<file path="src/rtl/mem_stage_ctrl_pkg.sv">
// Shared types and constants for the MEM pipeline stage: FSM states, exception
// bit positions, access-size codes and store lane replication.
package mem_stage_ctrl_pkg;

  localparam int EX_W    = 6;
  localparam int EX_ADEL = 4;
  localparam int EX_ADES = 5;

  localparam logic [1:0] SZ_B = 2'd0;
  localparam logic [1:0] SZ_H = 2'd1;
  localparam logic [1:0] SZ_W = 2'd2;

  typedef enum logic [2:0] {
    S_IDLE  = 3'd0,
    S_REQ   = 3'd1,
    S_WAIT  = 3'd2,
    S_DONE  = 3'd3,
    S_DRAIN = 3'd4
  } state_t;

  // Byte and half stores copy their data into every lane so the slave can pick
  // any lane by address without a shifter.
  function automatic logic [31:0] store_lanes(input logic [1:0] size, input logic [31:0] d);
    case (size)
      SZ_B:    return {4{d[7:0]}};
      SZ_H:    return {2{d[15:0]}};
      default: return d;
    endcase
  endfunction

endpackage

</file>
<file path="src/rtl/mem_load_align.sv">
// Picks the addressed byte/half out of a 32-bit load response and zero- or
// sign-extends it; words pass through unchanged.
module mem_load_align
  import mem_stage_ctrl_pkg::*;
(
  input  logic [31:0] rdata,
  input  logic [1:0]  addr_lo,
  input  logic [1:0]  size,
  input  logic        sign,
  output logic [31:0] result
);

  logic [7:0]  byte_sel;
  logic [15:0] half_sel;

  always_comb begin
    case (addr_lo)
      2'd0:    byte_sel = rdata[7:0];
      2'd1:    byte_sel = rdata[15:8];
      2'd2:    byte_sel = rdata[23:16];
      default: byte_sel = rdata[31:24];
    endcase
    half_sel = addr_lo[1] ? rdata[31:16] : rdata[15:0];
    case (size)
      SZ_B:    result = {{24{sign & byte_sel[7]}}, byte_sel};
      SZ_H:    result = {{16{sign & half_sel[15]}}, half_sel};
      default: result = rdata;
    endcase
  end

endmodule

</file>
<file path="src/rtl/mem_stage_ctrl.sv">
// MEM pipeline stage: one data-SRAM request per load/store, load alignment, and a
// held result for WB. Drains a response orphaned by a flush before accepting again.
module mem_stage_ctrl
  import mem_stage_ctrl_pkg::*;
(
  input  logic            clock,
  input  logic            resetn,
  input  logic            in_valid,
  input  logic [EX_W-1:0] in_ex,
  input  logic [31:0]     in_pc,
  input  logic [4:0]      in_dest,
  input  logic            in_ld,
  input  logic            in_st,
  input  logic [1:0]      in_size,
  input  logic            in_sign,
  input  logic [31:0]     in_addr,
  input  logic [31:0]     in_wdata,
  input  logic            flush,
  output logic            allow_in,
  output logic            data_req,
  output logic            data_wr,
  output logic [1:0]      data_size,
  output logic [31:0]     data_addr,
  output logic [31:0]     data_wdata,
  input  logic            data_addr_ok,
  input  logic            data_data_ok,
  input  logic [31:0]     data_rdata,
  output logic            out_valid,
  input  logic            out_ready,
  output logic [EX_W-1:0] out_ex,
  output logic [31:0]     out_pc,
  output logic [4:0]      out_dest,
  output logic [31:0]     out_result,
  output state_t          dbg_state
);

  // Handshakes: upstream transfers when in_valid & allow_in at a rising edge; the
  // request transfers on data_req & data_addr_ok, the response on data_data_ok; WB
  // takes the result on out_valid & out_ready. Request fields hold until addr_ok.

  state_t            state, state_n;
  logic              ld_q, st_q, sign_q;
  logic [1:0]        size_q, size_norm;
  logic [31:0]       addr_q, result_q, pc_q, load_data;
  logic [EX_W-1:0]   ex_q, ex_new;
  logic [4:0]        dest_q;
  logic              misalign, go_mem, accept, ld_done;

  always_comb begin
    size_norm = (in_size == 2'd3) ? SZ_W : in_size;
    misalign  = ((size_norm == SZ_H) & in_addr[0]) |
                ((size_norm == SZ_W) & (in_addr[1:0] != 2'd0));
    ex_new    = in_ex;
    if (in_ld & misalign) ex_new[EX_ADEL] = 1'b1;
    if (in_st & misalign) ex_new[EX_ADES] = 1'b1;
    go_mem    = (in_ld | in_st) & (ex_new == '0);
  end

  always_comb begin
    state_n  = state;
    allow_in = 1'b0;
    case (state)
      S_IDLE: allow_in = ~flush;
      S_REQ: begin
        if (flush)             state_n = data_addr_ok ? S_DRAIN : S_IDLE;
        else if (data_addr_ok) state_n = S_WAIT;
      end
      S_WAIT: begin
        if (data_data_ok) state_n = flush ? S_IDLE : S_DONE;
        else if (flush)   state_n = S_DRAIN;
      end
      S_DONE: begin
        allow_in = ~flush & out_ready;
        if (flush) state_n = S_IDLE;
      end
      S_DRAIN: if (data_data_ok) state_n = S_IDLE;
      default: state_n = S_IDLE;
    endcase
    accept = allow_in & in_valid;
    if (allow_in) state_n = in_valid ? (go_mem ? S_REQ : S_DONE) : S_IDLE;
  end

  always_ff @(posedge clock or negedge resetn) begin
    if (!resetn) state <= S_IDLE;
    else         state <= state_n;
  end

  assign ld_done = (state == S_WAIT) & data_data_ok & ~flush & ld_q;

  // result_q doubles as store data until the access completes; loads overwrite it.
  always_ff @(posedge clock or negedge resetn) begin
    if (!resetn) begin
      ld_q     <= 1'b0;
      st_q     <= 1'b0;
      sign_q   <= 1'b0;
      size_q   <= 2'd0;
      addr_q   <= '0;
      result_q <= '0;
      ex_q     <= '0;
      pc_q     <= '0;
      dest_q   <= '0;
    end else if (accept) begin
      ld_q     <= in_ld;
      st_q     <= in_st;
      sign_q   <= in_sign;
      size_q   <= size_norm;
      addr_q   <= in_addr;
      result_q <= in_wdata;
      ex_q     <= ex_new;
      pc_q     <= in_pc;
      dest_q   <= in_dest;
    end else if (ld_done) begin
      result_q <= load_data;
    end
  end

  mem_load_align u_align (
    .rdata   (data_rdata),
    .addr_lo (addr_q[1:0]),
    .size    (size_q),
    .sign    (sign_q),
    .result  (load_data)
  );

  assign data_req   = (state == S_REQ);
  assign data_wr    = data_req & st_q;
  assign data_size  = data_req ? size_q : 2'd0;
  assign data_addr  = data_req ? addr_q : '0;
  assign data_wdata = data_req ? store_lanes(size_q, result_q) : '0;

  assign out_valid  = (state == S_DONE) & ~flush;
  assign out_ex     = ex_q;
  assign out_pc     = pc_q;
  assign out_dest   = dest_q;
  assign out_result = result_q;
  assign dbg_state  = state;

endmodule
</file>
<file path="config.mk">
export PLATFORM = sky130hd
export DESIGN_NAME = mem_stage_ctrl
export DESIGN_NICKNAME = d
export VERILOG_FILES = /design/src/rtl/mem_stage_ctrl_pkg.sv /design/src/rtl/mem_load_align.sv /design/src/rtl/mem_stage_ctrl.sv
export SDC_FILE = /design/constraint.sdc
export NUM_CORES = 1
export LEC_CHECK = 0
export CORE_MARGIN = 4
export CORE_UTILIZATION = 41
export CTS_CLUSTER_DIAMETER = 30
export DETAILED_ROUTE_END_ITERATION = 8
export PLACE_DENSITY = 0.81
export SLEW_MARGIN = 10
export SYNTH_ARGS = -nofsm -noshare
export SYNTH_HDL_FRONTEND = slang
export SYNTH_SLANG_ARGS = --single-unit
</file>
<file path="constraint.sdc">
create_clock -name clock -period 2.3 [get_ports clock]
set_input_delay 0.69 -clock clock [delete_from_list [all_inputs] [get_ports clock]]
set_output_delay 0.69 -clock clock [all_outputs]
set_load 0.01 [all_outputs]
</file>
==> run metrics, run 1 <==
cells after synthesis=~740; GRT Overall Usage=26.6%; status=finished with violations; H-tree depth=4; I/O Buffers=a little under 300; Worst-Margin Slew=0.614 ns; worst-case clock skew=0.00786 ns; Final GP Congestion=~0.91; Worst R2R Path Depth=5; 1st-pass router iterations=5; Post-synth EDFFs=0; die span in y=roughly 130 microns; CTS Buf Count=17; vias in the first global route=6459; # Max-Cap Violations=0; fraction of layout cells with a size suffix above 1=around 19%; reg2reg setup slack=0.33 ns; Final Hold Vio Count=0; Reg-to-Reg Start=dbg_state[0]; post-synth cell types=44; DR vias/cell=5.24; startpoint class of the critical path=flip-flop; Syn Nets=between 800 and 900; CTS clk-pin slew, worst paths=roughly 0.060 ns; sequential area share after synthesis=47.5%; highest clock rate=389 MHz; Synth Area per Inst=8.23 sq um; total die area=between 15000 and 20000 sq um; Vias=6598; Worst slew margin=between 50% and 60%; die width=130 microns; power density over the cells=1310 nW/um^2; Worst EP required=roughly 1.6 ns; first-pass GRT wire length=34600 microns; effective utilization at floorplan=between 40% and 50%; row count=44; drt wl/cell=18.5 microns; grt ovf=0; RSZ-0062 raised after global routing=yes; final wirelength=23300 microns; critical-path maximum fanout=26; core area=between 10000 and 15000 sq um; Iter 0 DRT Violations=544; Slew Viols, Final=0; period utilisation layout=112%; worst hold path class=in2async; dpl ws=-0.411 ns; synthesized area=6050 sq um; Hold WS=between 0.2 and 0.25 ns; Worst-Skew Late Latency=0.42 ns; largest net degree at the start of global routing=64; antenna violations before repair=2; Max IR drop VDD=675 uV; reg2reg end=out_result[8]; Clock Sink Count=115; NumNets Final=1213; root buffer cell=clkbuf_16; IO Pins=299; Detail Route Antenna Nets=0; FF+latch count, synth=115; clock buffer depth=2; Area growth syn-to-layout=72.5%; failing checks=setup timing; Hold Buf Count CTS=0; CTS tree=yes; Yosys Warn Count=0; endpoints failing setup=41; Most used DFF post-synth=dfrtp_1; # diodes=0; minimum clock period=about 2.6 ns; ys async rst share=100%; Leakage=4.90 nW; CP endpoint kind=output pin; Remaining DRCs=0; Worst EP arrival=about 1.9 ns; DP HPWL=~16000 microns; worst setup margin=-0.273 ns; Setup CP Type=reg2out
-- placed cells by master, fill, tap and decap left out, types with 19 or more instances in the layout --
cell type | netlist | layout
a21oi_1 | 36 | 35
buf_2 | 21 | 19
mux2i_1 | 30 | 29
and2_4 | 0 | 24
nor3_1 | 21 | 21
clkbuf_16 | 0 | 19
clkdlybuf4s50_1 | 0 | 235
nor2_1 | 62 | 60
nand2_1 | 269 | 269
dfrtp_1 | 115 | 111
buf_4 | 0 | 38
buf_6 | 1 | 32
-- area by class of cell --
| cell class | instances | area [sq um] |
|---|---|---|
| Tap cell | 184 | 230 |
| Clock buffer | 18 | 429 |
| Fill cell | 1114 | 4040 |
| Inverter | 5 | 18.8 |
| Clock inverter | 14 | 181 |
| Multi-Input combinational cell | 563 | 3020 |
| Timing Repair Buffer | 360 | 3680 |
| Sequential cell | 115 | 2880 |
-- sequential cells by signal (all words and copies together), names as in the netlist --
name and cells:
addr_q 32, dbg_state 3, ld_q 1, out_dest 5, out_ex 6, out_pc 32, out_result 32, sign_q 1
size_q 2, st_q 1
-- metal layers --
metal  track usage, %  part of all wire (%)  vias to the layer above
li1                 -                     -                     3100
met1             32.5                    38                     3098
met2             44.2                    50                      326
met3             8.70                   8.7                       70
met4             10.0                   3.3                        4
met5                0                  0.11                        -
-- worst max-delay path, stage by stage (launching register included) --
cell and delay [ns]:
dfrtp_1 0.38, inv_1 0.07, nand3b_1 0.12, buf_6 0.21, a21oi_1 0.13, clkdlybuf4s50_1 0.54
-- power by group --
part	total (mW)	internal, mW	switching, mW	leakage, nW
clock	2.73	1.72	1.01	0.289
sequential	3.72	2.99	0.733	1.39
combinational	7.19	3.81	3.38	3.22
total	13.6	8.52	5.13	4.90
-- worst max path at each step --
stage                 startpoint              to  slack, ns
finish              dbg_state[1]   data_wdata[9]      -0.27
global route        dbg_state[1]   data_wdata[9]      -0.38
CTS                 dbg_state[1]  data_wdata[12]      -0.37
detailed placement         flush       out_valid      -0.41
global placement           flush       out_valid      -0.36
floorplan           dbg_state[1]   data_addr[30]       0.10
-- cells in the mapped netlist, types with 2 or more instances --
cell type / instances / area share, %
nand2_1: 269 / 17
dfrtp_1: 115 / 48
nor2_1: 62 / 3.8
and2_1: 41 / 4.2
a21oi_1: 36 / 3.0
mux2i_1: 30 / 5.0
clkbuf_1: 29 / 1.8
buf_2: 21 / 1.7
nor3_1: 21 / 1.7
a211oi_1: 14 / 1.7
a22oi_1: 12 / 1.5
nor2b_1: 10 / 1.0
a211oi_2: 8 / 1.7
o21ai_1: 8 / 0.66
a22o_1: 7 / 1.0
o21ai_0: 7 / 0.58
o221ai_1: 7 / 1.0
nand3b_1: 5 / 0.62
inv_1: 4 / 0.25
and3_1: 2 / 0.21
buf_1: 2 / 0.12
nand2b_1: 2 / 0.21
nor4_1: 2 / 0.21
or2_2: 2 / 0.21
-- logic make-up after synthesis --
kind of cell,after synthesis,share of synthesized area [%]
flip-flops,115,47.5
AO/OA/AOI/OAI,110,13.1
multiplexers,31,5.33
buffers and inverters,58,4.15
AND/OR/NAND/NOR,422,29.9
-- stage by stage --
step / utilization, % / instances / cell area [sq um] / setup TNS, ns / total power, mW
6_report: 72.1 / 1259 / 10400 / -4.19 / 13.6
4_1_cts: 70.9 / 1249 / 10300 / -9.03 / 13.2
5_1_grt: 72.1 / 1259 / 10400 / -8.68 / 14.4
2_1_floorplan: - / 736 / 6050 / 0 / 6.71
3_5_place_dp: 65.8 / 1210 / 9530 / -4.69 / 10.3
3_3_place_gp: 65.8 / 1210 / 9530 / -3.38 / 10.2
-- timing repair --
item / in CTS / in global routing
endpoints found under the setup margin: 70 / 70
setup buffers: 6 / 6
pin swaps: 4 / 22
resized for setup: 166 / 128
gates cloned: 1 / 4
Power figures use the tool's default switching activity.
==> inputs of run 2 (changes only) <==
Settings changed: CTS_BUF_LIST from default to sky130_fd_sc_hd__clkbuf_8 sky130_fd_sc_hd__clkbuf_16.
==> run 2 against run 1 <==
Compared with the run above:
- the run still ends with setup timing left
- cell count is the same
- final area unchanged
- global-route usage unchanged
- wire length decreased by 0.11%
- clock skew barely moved
- critical endpoint unchanged
- highest routed layer unchanged
==> run metrics, run 2 (synthesized netlist as in run 1, its figures left out) <==
DP HPWL=16300 microns (unchanged); 1st-pass router iterations=5 (unchanged); status=finished with violations; highest clock rate=389 MHz (about the same); NumNets Final=1213 (unchanged); worst hold path class=in2async; final core occ=72.1% (unchanged); CTS Buf Count=17 (unchanged); root buffer cell=clkbuf_16; critical-path maximum fanout=26 (unchanged); Max IR drop VDD=675 uV (about the same); share of total power in combinational logic=52.7% (about the same); Final GP Congestion=0.907 (unchanged); CTS tree=yes; startpoint class of the critical path=flip-flop; RSZ-0062 raised after global routing=yes; Leakage=4.90 nW (about the same); first-pass GRT wire length=34600 microns (unchanged); Sequential Power Share=27.3% (about the same); worst-case clock skew=0.00786 ns (-0.00000805 ns); Slew Viols, Final=0 (unchanged); minimum clock period=2.57 ns (-0.000130 ns); Final Hold Vio Count=0 (unchanged); effective utilization at floorplan=41.8% (unchanged); clock buffer depth=2 (unchanged); antenna violations before repair=2 (unchanged); Vias=6595 (-0.045%); fraction of layout cells with a size suffix above 1=18.5% (unchanged); Worst-Skew Late Latency=0.42 ns (about the same); power density over the cells=1310 nW/um^2 (about the same); most frequent cells in the layout=nand2_1, clkdlybuf4s50_1, dfrtp_1; Worst EP required=1.61 ns (about the same); power share of the clock group=20.0% (about the same); # diodes=0 (unchanged); Remaining DRCs=0 (unchanged); Worst EP arrival=1.88 ns (about the same); H-tree depth=4 (unchanged); Detail Route Antenna Nets=0 (unchanged); IO Pins=299 (unchanged); vias in the first global route=6459 (unchanged); Area growth syn-to-layout=72.5% (unchanged); P_sw=5.12 mW (about the same); failing checks=setup timing; Clock Sink Count=115 (unchanged); core area=14500 sq um (unchanged); CP endpoint kind=output pin; row count=44 (unchanged); worst setup margin=-0.273 ns (+0.000130 ns); Iter 0 DRT Violations=544 (unchanged); I/O Buffers=298 (unchanged); Setup CP Type=reg2out; grt ovf=0 (unchanged); Worst-Margin Slew=0.607 ns (-0.00666 ns); endpoints failing setup=41 (unchanged); GRT Overall Usage=26.6% (unchanged); die span in y=130 microns (unchanged); final wirelength=23300 microns (-0.11%); Worst slew margin=59.5% (+0.44 points); total die area=16800 sq um (unchanged); die width=130 microns (unchanged); Net Sw Frac=37.6% (about the same); setup TNS=-4.18 ns (+0.0107 ns); # Max-Cap Violations=0 (unchanged); Cell Int Power=8.51 mW (about the same); DR vias/cell=5.24 (about the same); most common cell after layout, fill and taps aside=nand2_1; period utilisation layout=112% (about the same); CTS clk-pin slew, worst paths=0.06 ns (about the same); largest net degree at the start of global routing=64 (unchanged); drt wl/cell=18.5 microns (-0.11%)
run 2: cell types whose count changed in the layout (fill, tap and decap cells not counted):
cell,change
inv_1,+1
clkbuf_1,-1
run 2: power by group through the flow:
stage	sequential, mW	clock (mW)	combinational (mW)
floorplan	3.85	0	2.86
global placement	3.67	0	6.49
detailed placement	3.71	0	6.60
CTS	3.69	2.77	6.74
global route	3.84	2.85	7.74
finish	3.72	2.72	7.19
run 2: critical path, stage by stage, from the launching register on:
cell	delay, ns
dfrtp_1	0.38
inv_1	0.07
nand3b_1	0.12
buf_6	0.21
a21oi_1	0.13
clkdlybuf4s50_1	0.54
run 2: layout make-up:
type                            count  area [sq um]
Inverter                            5          18.8
Clock inverter                     15           185
Sequential cell                   115          2880
Multi-Input combinational cell    563          3020
Fill cell                        1114          4040
Clock buffer                       17           425
Timing Repair Buffer              360          3680
Tap cell                          184           230
run 2: through the flow:
stage	power, mW	area, sq um	hold WS, ns	instances	setup slack, ns
final	13.6	10400	0.210	1259	-0.273
after global routing	14.4	10400	0.237	1259	-0.375
after CTS	13.2	10300	0.217	1249	-0.375
after detailed placement	10.3	9530	0.454	1210	-0.411
after global placement	10.2	9530	0.448	1210	-0.363
after floorplan	6.71	6050	0.394	736	0.101
run 2: final timing paths:
check | to | from | slack (ns) | depth (start not counted)
setup / recovery | data_wdata[9] | dbg_state[1] | -0.27 | 5
hold / removal | dbg_state[1] | resetn | 0.21 | 1
setup reg to reg | out_result[8] | dbg_state[0] | 0.32 | 5
hold reg to reg | addr_q[21] | addr_q[21] | 0.46 | 2
max in group asynchronous | out_result[0] | resetn | 1.47 | 2
min in group clock | addr_q[21] | addr_q[21] | 0.46 | 2
run 2: what timing repair did:
action	4_1_cts	5_1_grt
endpoints found under the setup margin	70	70
cloned	1	4
buffers inserted	6	6
gates resized for setup	166	128
pin swaps	4	22
hold buffers	0	0
run 2: per-layer routing:
metal  track usage, %  up-vias  part of all wire [%]
met5                0        -                  0.11
met4             10.0        4                   3.0
met3             8.70       61                   8.6
met2             44.2      326                    50
met1             32.5     3103                    38
li1                 -     3101                     -
==> inputs of run 3 (changes only) <==
Settings changed: HOLD_SLACK_MARGIN from default to 0.15.
==> results of run 3 <==
Final layout, timing and power as in run 2 (identical DEF).
